[src/rtl/xy_switch_np_if.sv]
// Device-side buses of xy_switch_np: NP X ports and NP Y ports, each with tx and rx handshakes.
// X_cnt_o / Y_cnt_o exist only when SWITCH_STATS_EN is defined.
interface xy_switch_np_if #(
    parameter int DW = 4,
    parameter int NP = 4
);
    localparam int AW = $clog2(NP);

    logic [NP*DW-1:0] X_dat_i;
    logic [NP*AW-1:0] X_adr_i;
    logic [NP-1:0]    X_validtx;
    logic [NP-1:0]    X_acktx;
    logic [NP*DW-1:0] X_dat_o;
    logic [NP-1:0]    X_validrx;
    logic [NP-1:0]    X_ackrx;

    logic [NP*DW-1:0] Y_dat_i;
    logic [NP*AW-1:0] Y_adr_i;
    logic [NP-1:0]    Y_validtx;
    logic [NP-1:0]    Y_acktx;
    logic [NP*DW-1:0] Y_dat_o;
    logic [NP-1:0]    Y_validrx;
    logic [NP-1:0]    Y_ackrx;

`ifdef SWITCH_STATS_EN
    logic [15:0]      X_cnt_o;
    logic [15:0]      Y_cnt_o;

    modport slave (
        input  X_dat_i, X_adr_i, X_validtx, X_ackrx,
        input  Y_dat_i, Y_adr_i, Y_validtx, Y_ackrx,
        output X_acktx, X_dat_o, X_validrx,
        output Y_acktx, Y_dat_o, Y_validrx,
        output X_cnt_o, Y_cnt_o
    );

    modport master (
        output X_dat_i, X_adr_i, X_validtx, X_ackrx,
        output Y_dat_i, Y_adr_i, Y_validtx, Y_ackrx,
        input  X_acktx, X_dat_o, X_validrx,
        input  Y_acktx, Y_dat_o, Y_validrx,
        input  X_cnt_o, Y_cnt_o
    );
`else
    modport slave (
        input  X_dat_i, X_adr_i, X_validtx, X_ackrx,
        input  Y_dat_i, Y_adr_i, Y_validtx, Y_ackrx,
        output X_acktx, X_dat_o, X_validrx,
        output Y_acktx, Y_dat_o, Y_validrx
    );

    modport master (
        output X_dat_i, X_adr_i, X_validtx, X_ackrx,
        output Y_dat_i, Y_adr_i, Y_validtx, Y_ackrx,
        input  X_acktx, X_dat_o, X_validrx,
        input  Y_acktx, Y_dat_o, Y_validrx
    );
`endif
endinterface

[src/rtl/xy_switch_np.sv]
// NP x NP X/Y crossbar: DEPTH-word FIFO per input, round-robin arbiter plus output register per output.
// Define SWITCH_STATS_EN to add saturating per-side delivery counters (X_cnt_o / Y_cnt_o).
module xy_switch_np #(
    parameter int DW    = 4,
    parameter int DEPTH = 2,
    parameter int NP    = 4
) (
    input  logic          clk_i,
    input  logic          rst_ni,
    xy_switch_np_if.slave bus
);
    localparam int AW = $clog2(NP);
    localparam int PW = (DEPTH > 1) ? $clog2(DEPTH) : 1;
    localparam int CW = $clog2(DEPTH + 1);
    localparam int EW = AW + DW;

    // Side 0: X inputs feed Y outputs. Side 1: Y inputs feed X outputs.
    logic [DW-1:0] in_dat     [2][NP];
    logic [AW-1:0] in_adr     [2][NP];
    logic          in_valid   [2][NP];
    logic          in_ack     [2][NP];
    logic          head_valid [2][NP];
    logic [AW-1:0] head_adr   [2][NP];
    logic [DW-1:0] head_dat   [2][NP];
    logic [NP-1:0] grant      [2][NP];
    logic          out_ackrx  [2][NP];
    logic          out_valid  [2][NP];
    logic [DW-1:0] out_dat    [2][NP];

    genvar gs, gi;

    generate
        for (gi = 0; gi < NP; gi++) begin : g_map
            assign in_dat[0][gi]   = bus.X_dat_i[gi*DW +: DW];
            assign in_adr[0][gi]   = bus.X_adr_i[gi*AW +: AW];
            assign in_valid[0][gi] = bus.X_validtx[gi];
            assign in_dat[1][gi]   = bus.Y_dat_i[gi*DW +: DW];
            assign in_adr[1][gi]   = bus.Y_adr_i[gi*AW +: AW];
            assign in_valid[1][gi] = bus.Y_validtx[gi];

            assign bus.X_acktx[gi] = in_ack[0][gi];
            assign bus.Y_acktx[gi] = in_ack[1][gi];

            assign out_ackrx[0][gi]          = bus.Y_ackrx[gi];
            assign out_ackrx[1][gi]          = bus.X_ackrx[gi];
            assign bus.Y_validrx[gi]         = out_valid[0][gi];
            assign bus.Y_dat_o[gi*DW +: DW]  = out_dat[0][gi];
            assign bus.X_validrx[gi]         = out_valid[1][gi];
            assign bus.X_dat_o[gi*DW +: DW]  = out_dat[1][gi];
        end

        for (gs = 0; gs < 2; gs++) begin : g_side
            for (gi = 0; gi < NP; gi++) begin : g_fifo
                logic [EW-1:0] mem [DEPTH];
                logic [PW-1:0] wr_ptr_reg;
                logic [PW-1:0] rd_ptr_reg;
                logic [CW-1:0] count_reg;
                logic          full;
                logic          push;
                logic          pop;

                function automatic logic [PW-1:0] wrap_inc(input logic [PW-1:0] p);
                    return (p == PW'(DEPTH - 1)) ? '0 : p + PW'(1);
                endfunction

                // Held low during reset so nothing is accepted until the switch is live.
                assign full           = (count_reg == CW'(DEPTH));
                assign in_ack[gs][gi] = rst_ni & ~full;
                assign push           = in_valid[gs][gi] & in_ack[gs][gi];

                always_comb begin
                    pop = 1'b0;
                    for (int o = 0; o < NP; o++) begin
                        pop = pop | grant[gs][o][gi];
                    end
                end

                assign head_valid[gs][gi] = (count_reg != '0);
                assign head_adr[gs][gi]   = mem[rd_ptr_reg][EW-1:DW];
                assign head_dat[gs][gi]   = mem[rd_ptr_reg][DW-1:0];

                always_ff @(posedge clk_i) begin
                    if (push) begin
                        mem[wr_ptr_reg] <= {in_adr[gs][gi], in_dat[gs][gi]};
                    end
                end

                always_ff @(posedge clk_i or negedge rst_ni) begin
                    if (!rst_ni) begin
                        wr_ptr_reg <= '0;
                        rd_ptr_reg <= '0;
                        count_reg  <= '0;
                    end else begin
                        if (push) begin
                            wr_ptr_reg <= wrap_inc(wr_ptr_reg);
                        end
                        if (pop) begin
                            rd_ptr_reg <= wrap_inc(rd_ptr_reg);
                        end
                        case ({push, pop})
                            2'b10:   count_reg <= count_reg + CW'(1);
                            2'b01:   count_reg <= count_reg - CW'(1);
                            default: count_reg <= count_reg;
                        endcase
                    end
                end
            end

            for (gi = 0; gi < NP; gi++) begin : g_out
                logic [NP-1:0] req;
                logic [NP-1:0] gnt;
                logic [AW-1:0] ptr_reg;
                logic [AW-1:0] sel;
                logic [AW-1:0] idx;
                logic          load;
                logic          any;
                logic          valid_reg;
                logic [DW-1:0] dat_reg;

                assign load = ~valid_reg | out_ackrx[gs][gi];

                always_comb begin
                    req = '0;
                    for (int i = 0; i < NP; i++) begin
                        req[i] = head_valid[gs][i] & (head_adr[gs][i] == AW'(gi));
                    end
                end

                // Search starts one past the last winner, wrapping mod NP via AW-bit overflow.
                always_comb begin
                    gnt = '0;
                    sel = ptr_reg;
                    idx = ptr_reg;
                    any = 1'b0;
                    for (int k = 1; k <= NP; k++) begin
                        idx = ptr_reg + AW'(k);
                        if (!any && req[idx]) begin
                            any = 1'b1;
                            sel = idx;
                        end
                    end
                    if (load && any) begin
                        gnt[sel] = 1'b1;
                    end
                end

                always_ff @(posedge clk_i or negedge rst_ni) begin
                    if (!rst_ni) begin
                        valid_reg <= 1'b0;
                        dat_reg   <= '0;
                        ptr_reg   <= AW'(NP - 1);
                    end else if (load) begin
                        valid_reg <= any;
                        if (any) begin
                            dat_reg <= head_dat[gs][sel];
                            ptr_reg <= sel;
                        end
                    end
                end

                assign grant[gs][gi]     = gnt;
                assign out_valid[gs][gi] = valid_reg;
                assign out_dat[gs][gi]   = dat_reg;
            end
        end

`ifdef SWITCH_STATS_EN
        for (gs = 0; gs < 2; gs++) begin : g_stats
            logic [AW:0]   n_done;
            logic [16:0]   sum;
            logic [15:0]   cnt_reg;

            // Several outputs may complete in one cycle; add them all, then clamp.
            always_comb begin
                n_done = '0;
                for (int i = 0; i < NP; i++) begin
                    n_done = n_done + (AW+1)'(out_valid[gs][i] & out_ackrx[gs][i]);
                end
                sum = {1'b0, cnt_reg} + 17'(n_done);
            end

            always_ff @(posedge clk_i or negedge rst_ni) begin
                if (!rst_ni) begin
                    cnt_reg <= '0;
                end else begin
                    cnt_reg <= sum[16] ? 16'hFFFF : sum[15:0];
                end
            end

            if (gs == 0) begin : g_y
                assign bus.Y_cnt_o = cnt_reg;
            end else begin : g_x
                assign bus.X_cnt_o = cnt_reg;
            end
        end
`endif
    endgenerate
endmodule

[src/flat_wrapper.sv]
// flat-port wrapper written by rule: the top's interface ports become plain ports
module xy_switch_np_flat 
#(
    parameter int DW    = 4,
    parameter int DEPTH = 2,
    parameter int NP    = 4
)
  (clk_i, rst_ni, bus_X_dat_i, bus_X_adr_i, bus_X_validtx, bus_X_ackrx, bus_Y_dat_i, bus_Y_adr_i, bus_Y_validtx, bus_Y_ackrx, bus_X_acktx, bus_X_dat_o, bus_X_validrx, bus_Y_acktx, bus_Y_dat_o, bus_Y_validrx);
  xy_switch_np_if #(.DW(DW), .NP(NP)) bus_i ();
  input  logic clk_i;
  input  logic rst_ni;
  input wire logic [$bits(bus_i.X_dat_i)-1:0] bus_X_dat_i;
  input wire logic [$bits(bus_i.X_adr_i)-1:0] bus_X_adr_i;
  input wire logic [$bits(bus_i.X_validtx)-1:0] bus_X_validtx;
  input wire logic [$bits(bus_i.X_ackrx)-1:0] bus_X_ackrx;
  input wire logic [$bits(bus_i.Y_dat_i)-1:0] bus_Y_dat_i;
  input wire logic [$bits(bus_i.Y_adr_i)-1:0] bus_Y_adr_i;
  input wire logic [$bits(bus_i.Y_validtx)-1:0] bus_Y_validtx;
  input wire logic [$bits(bus_i.Y_ackrx)-1:0] bus_Y_ackrx;
  output wire logic [$bits(bus_i.X_acktx)-1:0] bus_X_acktx;
  output wire logic [$bits(bus_i.X_dat_o)-1:0] bus_X_dat_o;
  output wire logic [$bits(bus_i.X_validrx)-1:0] bus_X_validrx;
  output wire logic [$bits(bus_i.Y_acktx)-1:0] bus_Y_acktx;
  output wire logic [$bits(bus_i.Y_dat_o)-1:0] bus_Y_dat_o;
  output wire logic [$bits(bus_i.Y_validrx)-1:0] bus_Y_validrx;
  assign bus_i.X_dat_i = bus_X_dat_i;
  assign bus_i.X_adr_i = bus_X_adr_i;
  assign bus_i.X_validtx = bus_X_validtx;
  assign bus_i.X_ackrx = bus_X_ackrx;
  assign bus_i.Y_dat_i = bus_Y_dat_i;
  assign bus_i.Y_adr_i = bus_Y_adr_i;
  assign bus_i.Y_validtx = bus_Y_validtx;
  assign bus_i.Y_ackrx = bus_Y_ackrx;
  assign bus_X_acktx = bus_i.X_acktx;
  assign bus_X_dat_o = bus_i.X_dat_o;
  assign bus_X_validrx = bus_i.X_validrx;
  assign bus_Y_acktx = bus_i.Y_acktx;
  assign bus_Y_dat_o = bus_i.Y_dat_o;
  assign bus_Y_validrx = bus_i.Y_validrx;
  xy_switch_np #(.DW(DW), .DEPTH(DEPTH), .NP(NP)) u_core (.clk_i(clk_i), .rst_ni(rst_ni), .bus(bus_i));
endmodule
[config.mk]
export PLATFORM = sky130hd
export DESIGN_NAME = xy_switch_np_flat
export DESIGN_NICKNAME = d
export VERILOG_FILES = /design/src/rtl/xy_switch_np_if.sv /design/src/rtl/xy_switch_np.sv /design/src/flat_wrapper.sv
export SDC_FILE = /design/constraint.sdc
export NUM_CORES = 1
export LEC_CHECK = 0
export CAP_MARGIN = 20
export CORE_MARGIN = 2
export CORE_UTILIZATION = 40
export CTS_BUF_LIST = sky130_fd_sc_hd__clkbuf_2 sky130_fd_sc_hd__clkbuf_4 sky130_fd_sc_hd__clkbuf_8
export DETAILED_ROUTE_END_ITERATION = 10
export PLACE_DENSITY = 0.68
export SYNTH_ARGS = -nofsm -noshare
export SYNTH_HDL_FRONTEND = slang
export SYNTH_SLANG_ARGS = --single-unit
[constraint.sdc]
create_clock -name clk_i -period 6.9 [get_ports clk_i]
set_input_delay 1.725 -clock clk_i [delete_from_list [all_inputs] [get_ports clk_i]]
set_output_delay 1.725 -clock clk_i [all_outputs]
set_load 0.1 [all_outputs]
==> results.txt, run 1 <==
DIE WIDTH: 159 um
Critical path's slowest cell: sky130_fd_sc_hd__clkdlybuf4s50_1
Area of the die: 0.0253 sq mm
DR WL/cell: 18.4 um
Routability Congestion: 0.902
Y dimension of the die: 159 um
Skew-Pair Late Insertion Delay: 0.47 ns
Setup WS pre-CTS: 1.61 ns
Top achievable clock speed: 0.190 GHz
Post-route worst setup slack: 1.65 ns
Total via count in the routed design: 6661
Gate Count Post-Synth: 795
Slew Limit Fails: 0
Number of global-route vias before repair: 6642
# rows: 56
Number of hold-repair buffers added at the cts stage: 0
DRC errors left: 0
Synth warnings: 0
DP Area: 0.0110 sq mm
Most common library cells after synthesis: sky130_fd_sc_hd__mux2i_1, sky130_fd_sc_hd__edfxtp_1, sky130_fd_sc_hd__dfrtp_1
Slew @ Worst Pin: 1.13 ns
Clock slew at reported path FFs: 0.10 ns
Synth Net Count: 869
All-Layer GR Usage: 18.0%
Share of layout cells above drive strength 1: 12.6%
Clock tree from TritonCTS: done
Dominant cell by count in the synthesized netlist: sky130_fd_sc_hd__mux2i_1
Number of buffers inserted by post-CTS setup repair: 0
Maximum fanout encountered on the critical timing path: 18
Dominant delay contributor by cell family on the critical path: buffers and inverters
Main area contributors after synthesis: sky130_fd_sc_hd__edfxtp_1, sky130_fd_sc_hd__dfrtp_1, sky130_fd_sc_hd__mux2i_1, sky130_fd_sc_hd__dfstp_2, sky130_fd_sc_hd__nand2_1
Cell chosen for the clock root: sky130_fd_sc_hd__clkbuf_8
Post-synth EDFFs: 96
Total routed wirelength: 22700 um
Detail-routed via count per cell: 5.41
Max-slew headroom: 24.5%
Antenna Cells: 0
Category of the worst setup path launch point: input pin
Max incr delay on CP: 1.19 ns
Share of the clock period used by the worst path after layout: 76.2%
Req. time, crit path: 5.18 ns
Worst-case clock skew: 0.0226 ns
Total of cells resized after clock tree synthesis: 0
Netlist Area Pre-Place: 0.00962 sq mm
Sum of net half-perimeters after detailed placement: 17300 um
Max clock buf depth: 2
Number of distinct library cells after synthesis: 77
Core box area: 0.0235 sq mm
Clock buffers created by TritonCTS: 17
Count of TritonRoute iterations in the first routing pass: 5
Register bit total from synthesis: 184
Flip-flop count of the largest register, all copies and words added: 96
Setup CP Type: input pin to primary output
Number of hold violations in the final report: 0
Global-route wire length before repair: 36000 um
Proportion of synthesized chip area in sequential cells: 53.1%
Final global-route overflow total: 0
# setup viols final: 0
Aggregate negative setup slack: 0 ns
Initial antenna violation count: 0
Buffers and inverters on the worst path: 2
Ys flop type: sky130_fd_sc_hd__edfxtp_1
Synth Area per Inst: 12.1 sq um
Cell type with the largest total area after synthesis: sky130_fd_sc_hd__edfxtp_1
Hold Slack: 0.492 ns
Total number of H-tree levels: 4
Growth of design area from synthesis to finish: 17.9%
Count of port buffers added during placement: 113
Number of maximum-capacitance constraint violations: 0
Number of I/O pins: 114
Crit path time final: 5.25 ns
Antenna viol nets, final: 0
Iteration-0 DRC count of the detailed router: 377
Cell breakdown of the critical path: buf_4, a21boi_0, clkdlybuf4s50_1
Data arrival, critical path: 3.53 ns
Endpoint class of the critical path: primary output
Fraction of post-synthesis cell area in the top cell type by area: 30.0%
Num Clock Sinks: 184
Largest net degree at the start of global routing: 50
Proportion of register bits with asynchronous set or reset after synthesis: 47.8%
Count of nets after finishing: 973
Layout Cell Area excl Fill: 0.0113 sq mm
Initial standard-cell utilization of the core: 40.9%
Outcome: completed
Hold Crit Class: flop to flop
RSZ-0062 raised after global routing: no
-- cell usage in the layout (no fill, tap or decap), drive strengths merged, types with 14 or more instances in the layout --
master         count
a21oi             19
and3              14
clkbuf            17
clkdlybuf4s50    106
dfrtp             72
dfstp             16
edfxtp            96
inv               24
mux2              24
mux2i            114
nand2             70
nand2b            16
nor2              40
nor3              29
nor4              14
o21ai             27
xnor2             24
xor2              16
-- worst min-delay path: cells and delay by family (launching register included) --
family,cells,cell delay (ns)
flops,1,0.36
compound gates,1,0.06
simple gates,1,0.05
-- metal layers --
layer  GRT usage (%)  vias to the layer above  share of wire [%]
li1                -                     3186                  -
met1            22.3                     3260                 43
met2            32.5                      189                 52
met3            3.20                       26                4.3
met4            4.67                        0                1.3
met5               0                        -                  0
-- area by class of cell --
| cell class | instances | area, sq um |
|---|---|---|
| well taps | 319 | 399 |
| repair buffers | 118 | 1150 |
| inverters | 17 | 63.8 |
| clock buffers | 17 | 234 |
| multi-input cells | 561 | 4250 |
| clock inverters | 15 | 134 |
| fillers | 2180 | 12200 |
| flip-flops and latches | 184 | 5100 |
-- final timing paths --
kind                                                                        start                                                  end  slack, ns  cells past startpoint
worst max-delay path                                                       rst_ni                                       bus_X_acktx[2]       1.65                      3
worst min-delay path             u_core.g_side[0].g_out[0].dat_reg[0]$_DFFE_PN0P_     u_core.g_side[0].g_out[0].dat_reg[0]$_DFFE_PN0P_       0.49                      2
worst max register to register  u_core.g_side[1].g_fifo[1].rd_ptr_reg$_DFFE_PN0P_  u_core.g_side[1].g_fifo[3].count_reg[1]$_DFFE_PN0P_       3.08                      9
worst min register to register   u_core.g_side[0].g_out[0].dat_reg[0]$_DFFE_PN0P_     u_core.g_side[0].g_out[0].dat_reg[0]$_DFFE_PN0P_       0.49                      2
max in group asynchronous                                                  rst_ni  u_core.g_side[1].g_fifo[2].count_reg[1]$_DFFE_PN0P_       4.81                      2
min in group asynchronous                                                  rst_ni    u_core.g_side[0].g_fifo[0].wr_ptr_reg$_DFFE_PN0P_       1.14                      1
-- kinds of logic (layout without fill, tap and decap cells) --
kind of cell    Yosys count  count (layout)  share of synthesized area, %
flops                   184             184                          53.1
buf+inv                  50             167                          2.95
fa+ha+maj                 8               8                          1.04
compound gates          134             134                          10.9
simple gates            241             241                          13.3
mux                     138             138                          15.1
xor+xnor                 40              40                          3.64
-- through the flow --
stage / util, % / cells
floorplan: - / 795
global placement: 46.6 / 1199
finish: 48.2 / 1231
detailed placement: 46.6 / 1199
CTS: 48.2 / 1231
global route: 48.2 / 1231
Power of run 1 is not shown: default switching activity piles up to over one toggle a cycle in this logic, so the estimate is an artifact.
==> run 2, diff against run 1 <==
==> constraint.sdc (replaced) <==
create_clock -name clk_i -period 5 [get_ports clk_i]
set_input_delay 1.25 -clock clk_i [delete_from_list [all_inputs] [get_ports clk_i]]
set_output_delay 1.25 -clock clk_i [all_outputs]
set_load 0.1 [all_outputs]
==> results.txt, run 2 (synthesis results as in run 1) <==
Outcome: completed
Number of I/O pins: 114 (unchanged)
Num Clock Sinks: 184 (unchanged)
Aggregate negative setup slack: 0 ns (unchanged)
Y dimension of the die: 159 um (unchanged)
Clock buffers created by TritonCTS: 17 (unchanged)
All-Layer GR Usage: 18.4% (+0.34 points)
Iteration-0 DRC count of the detailed router: 413 (+9.5%)
# setup viols final: 0 (unchanged)
Sum of net half-perimeters after detailed placement: 17400 um (+0.71%)
Data arrival, critical path: 2.54 ns (-0.99 ns)
Skew-Pair Late Insertion Delay: 0.47 ns (about the same)
Number of hold violations in the final report: 0 (unchanged)
Number of buffers inserted by post-CTS setup repair: 0 (unchanged)
Dominant delay contributor by cell family on the critical path: buffers and inverters
Growth of design area from synthesis to finish: 19.0%
Cell breakdown of the critical path: buf_4, a21boi_0, buf_4
Clock slew at reported path FFs: 0.09 ns (about the same)
Max incr delay on CP: 0.48 ns (-0.71 ns)
Initial antenna violation count: 0 (unchanged)
Max clock buf depth: 2 (unchanged)
Register cell area after layout: 0.00510 sq mm (unchanged)
Number of hold-repair buffers added at the cts stage: 0 (unchanged)
Total of cells resized after clock tree synthesis: 0 (unchanged)
Worst setup path startpoint: rst_ni
Number of maximum-capacitance constraint violations: 0 (unchanged)
Share of layout cells above drive strength 1: 13.0% (+0.41 points)
Clock tree from TritonCTS: done
Number of global-route vias before repair: 6735 (+1.4%)
# rows: 56 (unchanged)
Endpoint of the most critical setup path: bus_Y_acktx[2]
Area of the die: 0.0253 sq mm (unchanged)
Count of TritonRoute iterations in the first routing pass: 5 (unchanged)
Critical path's slowest cell: sky130_fd_sc_hd__a21boi_0
Core box area: 0.0235 sq mm (unchanged)
Largest net degree at the start of global routing: 36 (-28%)
Footprint of the multi-input gates: 0.00425 sq mm (unchanged)
Endpoint class of the critical path: primary output
Leading cell type in the layout, fill and taps excluded: sky130_fd_sc_hd__mux2i_1
Worst reg2reg endpoint: u_core.g_side[0].g_fifo[1].count_reg[1]$_DFFE_PN0P_
Total routed wirelength: 23000 um (+1.4%)
Buffers and inverters on the worst path: 2 (unchanged)
Crit path time final: 3.79 ns
Detail-routed via count per cell: 5.41 (-0.10%)
Slew @ Worst Pin: 1.05 ns (-0.0830 ns)
Fillers: 2138 (-1.9%)
Final global-route overflow total: 0 (unchanged)
DRC errors left: 0 (unchanged)
Flip-flop count of the largest register, all copies and words added: 96 (unchanged)
Most used cells in the layout excluding fill and tap cells: sky130_fd_sc_hd__mux2i_1, sky130_fd_sc_hd__clkdlybuf4s50_1, sky130_fd_sc_hd__edfxtp_1, sky130_fd_sc_hd__dfrtp_1, sky130_fd_sc_hd__nand2_1
Cell chosen for the clock root: sky130_fd_sc_hd__clkbuf_8
Global-route wire length before repair: 36400 um (+1.0%)
Total number of H-tree levels: 4 (unchanged)
Hold Crit Class: flop to flop
DR WL/cell: 18.6 um (+1.3%)
Top achievable clock speed: 0.264 GHz
DIE WIDTH: 159 um (unchanged)
Path length in cells of the critical path: 3 (unchanged)
Worst-case clock skew: 0.0219 ns (-0.000652 ns)
Setup CP Type: input pin to primary output
Category of the worst setup path launch point: input pin
Cell depth of the worst flop-to-flop path: 9 (unchanged)
Initial standard-cell utilization of the core: 40.9% (unchanged)
CP dominant cell by count: sky130_fd_sc_hd__buf_4
Count of port buffers added during placement: 113 (unchanged)
Total via count in the routed design: 6665 (+0.060%)
Worst reg2reg setup slack: 1.27 ns (-1.81 ns)
Worst reg2reg startpoint: u_core.g_side[0].g_fifo[3].rd_ptr_reg$_DFFE_PN0P_
RSZ-0062 raised after global routing: no
Slew Limit Fails: 0 (unchanged)
Antenna viol nets, final: 0 (unchanged)
Antenna Cells: 0 (unchanged)
Routability Congestion: 0.920 (+1.9%)
Req. time, crit path: 3.75 ns (-1.43 ns)
Max-slew headroom: 29.2% (+4.8 points)
Share of the clock period used by the worst path after layout: 75.8%
Maximum fanout encountered on the critical timing path: 35 (+17)
Count of nets after finishing: 975 (+0.21%)
[run 2: cell types whose count changed in the layout (fill, tap and decap cells not counted), sizes merged]
cell	delta
buf	+4
bufinv	+3
clkbuf	+2
clkdlybuf4s50	-2
clkinvlp	-2
inv	-3
[run 2: worst min-delay path, delay by kind of cell, from the launching register on]
family	cells	cell delay, ns
flops	1	0.35
simple gates	2	0.10
[run 2: metal layers]
layer	vias up	global-route usage [%]	routed length, um
met2	209	31.8	11700
met1	3226	22.8	9630
li1	3185	-	-
met5	-	0	0
met3	45	3.67	1030
met4	0	6.82	580
[run 2: final cells by class]
type | instances | area share (%)
clock inverters | 13 | 1.45
repair buffers | 120 | 10.6
flip-flops and latches | 184 | 44.6
inverters | 17 | 0.557
clock buffers | 19 | 2.18
multi-input cells | 561 | 37.1
well taps | 319 | 3.49
[run 2: worst min path at each step]
stage                                                         from                                             endpoint  slack (ns)  cells past startpoint
2_1_floorplan  u_core.g_side[0].g_fifo[2].count_reg[1]$_DFFE_PN0P_  u_core.g_side[0].g_fifo[2].count_reg[1]$_DFFE_PN0P_        0.46                      1
5_1_grt           u_core.g_side[0].g_out[2].dat_reg[3]$_DFFE_PN0P_     u_core.g_side[0].g_out[2].dat_reg[3]$_DFFE_PN0P_        0.50                      2
3_3_place_gp      u_core.g_side[0].g_out[2].dat_reg[3]$_DFFE_PN0P_     u_core.g_side[0].g_out[2].dat_reg[3]$_DFFE_PN0P_        0.46                      2
4_1_cts           u_core.g_side[0].g_out[2].dat_reg[1]$_DFFE_PN0P_     u_core.g_side[0].g_out[2].dat_reg[1]$_DFFE_PN0P_        0.48                      2
6_report          u_core.g_side[0].g_out[2].dat_reg[1]$_DFFE_PN0P_     u_core.g_side[0].g_out[2].dat_reg[1]$_DFFE_PN0P_        0.47                      2
3_5_place_dp      u_core.g_side[0].g_out[2].dat_reg[1]$_DFFE_PN0P_     u_core.g_side[0].g_out[2].dat_reg[1]$_DFFE_PN0P_        0.46                      2
[run 2: stage by stage]
step,std cells,worst slack (ns),area (sq um),hold slack (ns),util [%]
3_3_place_gp,1201,1.22,11000,0.463,46.9
6_report,1233,1.21,11400,0.475,48.6
5_1_grt,1233,1.00,11400,0.502,48.6
2_1_floorplan,795,0.225,9620,0.458,-
3_5_place_dp,1201,1.21,11000,0.459,46.9
4_1_cts,1233,1.20,11400,0.481,48.6
Power of run 2 is left out for the same reason.
